**config.mk**
```make
export PLATFORM = sky130hd
export DESIGN_NAME = simple_npu
export DESIGN_NICKNAME = d
export VERILOG_FILES = /design/src/rtl/simple_npu_pkg.sv /design/src/rtl/npu_pe.sv /design/src/rtl/simple_npu.sv
export SDC_FILE = /design/constraint.sdc
export NUM_CORES = 1
export LEC_CHECK = 0
export CAP_MARGIN = 20
export CORE_ASPECT_RATIO = 1.1
export CORE_UTILIZATION = 55
export CTS_CLUSTER_DIAMETER = 40
export DETAILED_ROUTE_END_ITERATION = 8
export PLACE_DENSITY = 0.82
export SYNTH_ARGS = -nofsm -noshare
export SYNTH_HDL_FRONTEND = slang
export SYNTH_HIERARCHICAL = 1
export SYNTH_SLANG_ARGS = --single-unit
```
**constraint.sdc**
```tcl
create_clock -name clk -period 7.28 [get_ports clk]
set_input_delay 1.092 -clock clk [delete_from_list [all_inputs] [get_ports clk]]
set_output_delay 1.092 -clock clk [all_outputs]
set_load 0.02 [all_outputs]
```
**src/rtl/simple_npu_pkg.sv**
```systemverilog
// Shared widths and helpers for the simple_npu systolic matrix-multiply tile.
package simple_npu_pkg;

    localparam int DATA_W = 8;
    localparam int PROD_W = 16;

    // Accumulator width for an N-term dot product of 8x8 unsigned products.
    function automatic int acc_width(input int n);
        return PROD_W + n - 1;
    endfunction

endpackage

```
**src/rtl/npu_pe.sv**
```systemverilog
// Output-stationary processing element: multiply-accumulate plus operand pass-through.
module npu_pe
    import simple_npu_pkg::*;
#(
    parameter int ACC_W = 17
) (
    input  logic              clk,
    input  logic              rst,
    input  logic [DATA_W-1:0] a_in,
    input  logic [DATA_W-1:0] b_in,
    output logic [DATA_W-1:0] a_out,
    output logic [DATA_W-1:0] b_out,
    output logic [ACC_W-1:0]  acc
);

    // Widen before multiplying so the full 16-bit product is kept.
    logic [PROD_W-1:0] prod;
    assign prod = PROD_W'(a_in) * PROD_W'(b_in);

    always_ff @(posedge clk or negedge rst) begin
        if (!rst) begin
            a_out <= '0;
            b_out <= '0;
            acc   <= '0;
        end else begin
            a_out <= a_in;
            b_out <= b_in;
            acc   <= acc + ACC_W'(prod);
        end
    end

endmodule

```
**src/rtl/simple_npu.sv**
```systemverilog
// N x N output-stationary systolic array computing C = A x B once per reset release.
module simple_npu
    import simple_npu_pkg::*;
#(
    parameter int N = 2
) (
    input  logic                     clk,
    input  logic                     rst,
    input  logic [DATA_W-1:0]        A   [N][N],
    input  logic [DATA_W-1:0]        B   [N][N],
    output logic [acc_width(N)-1:0]  out [N*N]
);

    localparam int ACC_W   = acc_width(N);
    localparam int CNT_MAX = 3 * N - 2;
    localparam int CNT_W   = $clog2(CNT_MAX + 1);

    logic [CNT_W-1:0]  cnt;
    logic [DATA_W-1:0] a_feed [N];
    logic [DATA_W-1:0] b_feed [N];
    logic [DATA_W-1:0] a_pass [N][N];
    logic [DATA_W-1:0] b_pass [N][N];

    // Saturating step counter; the skewed feeds are all zero once it tops out.
    always_ff @(posedge clk or negedge rst) begin
        if (!rst) begin
            cnt <= '0;
        end else if (cnt != CNT_W'(CNT_MAX)) begin
            cnt <= cnt + 1'b1;
        end
    end

    genvar gi, gj;
    generate
        for (gi = 0; gi < N; gi++) begin : g_feed
            // Row gi of A (and column gi of B) enters delayed by gi steps.
            always_comb begin
                a_feed[gi] = '0;
                b_feed[gi] = '0;
                for (int k = 0; k < N; k++) begin
                    if (cnt == CNT_W'(gi + k)) begin
                        a_feed[gi] = A[gi][k];
                        b_feed[gi] = B[k][gi];
                    end
                end
            end
        end

        for (gi = 0; gi < N; gi++) begin : g_row
            for (gj = 0; gj < N; gj++) begin : g_col
                logic [DATA_W-1:0] a_src;
                logic [DATA_W-1:0] b_src;

                if (gj == 0) begin : g_a_edge
                    assign a_src = a_feed[gi];
                end else begin : g_a_int
                    assign a_src = a_pass[gi][gj-1];
                end

                if (gi == 0) begin : g_b_edge
                    assign b_src = b_feed[gj];
                end else begin : g_b_int
                    assign b_src = b_pass[gi-1][gj];
                end

                npu_pe #(
                    .ACC_W (ACC_W)
                ) u_pe (
                    .clk   (clk),
                    .rst   (rst),
                    .a_in  (a_src),
                    .b_in  (b_src),
                    .a_out (a_pass[gi][gj]),
                    .b_out (b_pass[gi][gj]),
                    .acc   (out[gi*N+gj])
                );
            end
        end
    endgenerate

endmodule

```
==> results.sh <==
export IMPL_gp_congestion=0.878
export IMPL_antenna_found_initial=0
export IMPL_syn_inst=1424
export IMPL_drive_above_1_share=0.0301
export IMPL_drc=0
export IMPL_setup_violations=0
export IMPL_clockRootBuffer="clkbuf_16"
export IMPL_die_y_um=167
export IMPL_required_ps=7560
export IMPL_portBuffers=133
export IMPL_drv_cap=0
export IMPL_insertion_delay_ps=350
export IMPL_num_rows=59
export IMPL_fin_skew_ps=7.87
export IMPL_routed_via_density=5.36
export IMPL_via_count=10000
export IMPL_syn_area_um2=13600
export IMPL_grt_pass1_wl_um=50600
export IMPL_status="completed"
export IMPL_p_per_area_nw_per_um2=193
export IMPL_syn_area_per_cell_um2=9.52
export IMPL_fin_setup_tns_ps=0
export IMPL_leakagePower_nw=8.07
export IMPL_slew_headroom=0.319
export IMPL_crit_fanout=11
export IMPL_fin_crit_sh=0.832
export IMPL_drt_total_wl_um=30100
export IMPL_drt_pre_antenna_iters=5
export IMPL_grt_overflow_total=0
export IMPL_rsz0062_at_grt="no"
export IMPL_place_hpwl_um=24300
export IMPL_synthesis_nets=1846
export IMPL_cts_tree="built"
export IMPL_die_area_um2=25300
export IMPL_clk_pin_slew_ps=80
export IMPL_start_util=0.567
export IMPL_slew_viol_final=0
export IMPL_wl_per_cell_um=16.1
export IMPL_holdBufCountCts=0
export IMPL_yosysWarnings=6
export IMPL_postCtsSetupRepairBufs=0
export IMPL_ant_nets=0
export IMPL_io_pins=134
export IMPL_clock_fmax_mhz=165
export IMPL_nNetsFinal=1979
export IMPL_hp_class="flop to flop"
export IMPL_critical_path_startpoint_type="flop"
export IMPL_critPathKind="flop to flop"
export IMPL_area_growth_syn_to_layout_pct=14.8
export IMPL_worstPathArrival_ps=6340
export IMPL_grt_usage=0.255
export IMPL_num_antenna_cells=0
export IMPL_peakVddDrop_uv=122
export IMPL_finalHoldViolations=0
export IMPL_worst_pin_slew_ps=1020
export IMPL_finish_utilization=0.650
export IMPL_cts_sinks=103
export IMPL_core_um2=23900
export IMPL_htreeDepth=3
export IMPL_grt_pass1_vias=10900
export IMPL_period_minus_slack_ps=6060
export IMPL_grt_max_degree=81
export IMPL_cts_resized=0
export IMPL_cts_buffer_depth=2
export IMPL_die_w_um=152
export IMPL_cp_end_kind="flop"
export IMPL_drtIter0Drc=561
export IMPL_numCtsBuffers=9
state kept, by name (all words and copies together), names as in the netlist:
name / cells
g_row.g_col.u_pe/acc: 68
g_row.g_col.u_pe/a_out: 16
g_row.g_col.u_pe/b_out: 16
cnt: 3
area by class of cell:
type | instances | area [um2]
fillers | 1929 | 8360
flip-flops and latches | 103 | 2580
inverters | 355 | 1330
repair buffers | 143 | 1440
clock inverters | 2 | 37.5
well taps | 305 | 382
multi-input cells | 945 | 9510
clock buffers | 14 | 274
placed cells by master, fill, tap and decap left out, types with 6 or more instances in the layout:
cell               n
nor2b_1           13
clkdlybuf4s50_1  132
nand4_1            6
inv_1            355
a21o_1            13
nor2_1            32
fa_1             200
xnor2_1           34
nand3b_1          17
a21oi_1           51
xor2_1             9
o21a_1            10
clkbuf_16          9
and2_1           125
o21ai_0           11
dfrtp_1          103
a32o_1            16
nand2_1          164
buf_4              9
ha_1             156
power by group:
part	leakage (nW)	total [mW]	internal [mW]	switching, mW
combinational	6.66	1.63	0.740	0.894
clock	0.149	0.531	0.296	0.235
sequential	1.26	0.840	0.727	0.113
critical path, cell delays in order, from the launching register on:
cell and delay [ps]:
dfrtp_1 430, inv_1 100, ha_1 460, buf_4 310
nand3b_1 100, a21oi_1 810, nand2_1 160, fa_1 520
inv_1 50, fa_1 500, inv_1 60, fa_1 480
fa_1 490, inv_1 40, ha_1 330, a21o_1 190
a21oi_1 210, a21oi_1 160, o41ai_1 400, xnor2_1 170
final timing paths:
| check | start | endpoint | slack, ps | depth (start not counted) |
|---|---|---|---|---|
| setup / recovery | cnt[1] | g_row[1].g_col[0].u_pe/acc[14] | 1220 | 19 |
| hold / removal | g_row[0].g_col[0].u_pe/acc[0] | g_row[0].g_col[0].u_pe/acc[0] | 520 | 1 |
| setup reg to reg | cnt[1] | g_row[1].g_col[0].u_pe/acc[14] | 1220 | 19 |
| hold reg to reg | g_row[0].g_col[0].u_pe/acc[0] | g_row[0].g_col[0].u_pe/acc[0] | 520 | 1 |
| max in group asynchronous | rst | g_row[1].g_col[0].u_pe/acc[9] | 5600 | 3 |
| min in group asynchronous | rst | g_row[0].g_col[1].u_pe/acc[5] | 640 | 1 |
routing by layer:
layer  routed length (um)  vias up  track usage
met4                  476        0       0.0715
met2                15500      300        0.452
met3                 1570       38       0.0378
met5                    0        -            0
li1                     -     4647            -
met1                12500     5030        0.319
through the flow:
stage | worst slack, ps | area [um2] | hold slack (ps) | total power [mW] | cells
2_1_floorplan | 2060 | 13600 | 535 | 1.89 | 1424
3_3_place_gp | 1160 | 15200 | 496 | 2.43 | 1849
3_5_place_dp | 1100 | 15200 | 498 | 2.48 | 1849
4_1_cts | 1060 | 15500 | 519 | 3.03 | 1865
5_1_grt | 927 | 15600 | 546 | 3.25 | 1867
6_report | 1220 | 15600 | 516 | 3.00 | 1867
No activity file was read; power rests on OpenSTA's default activity.
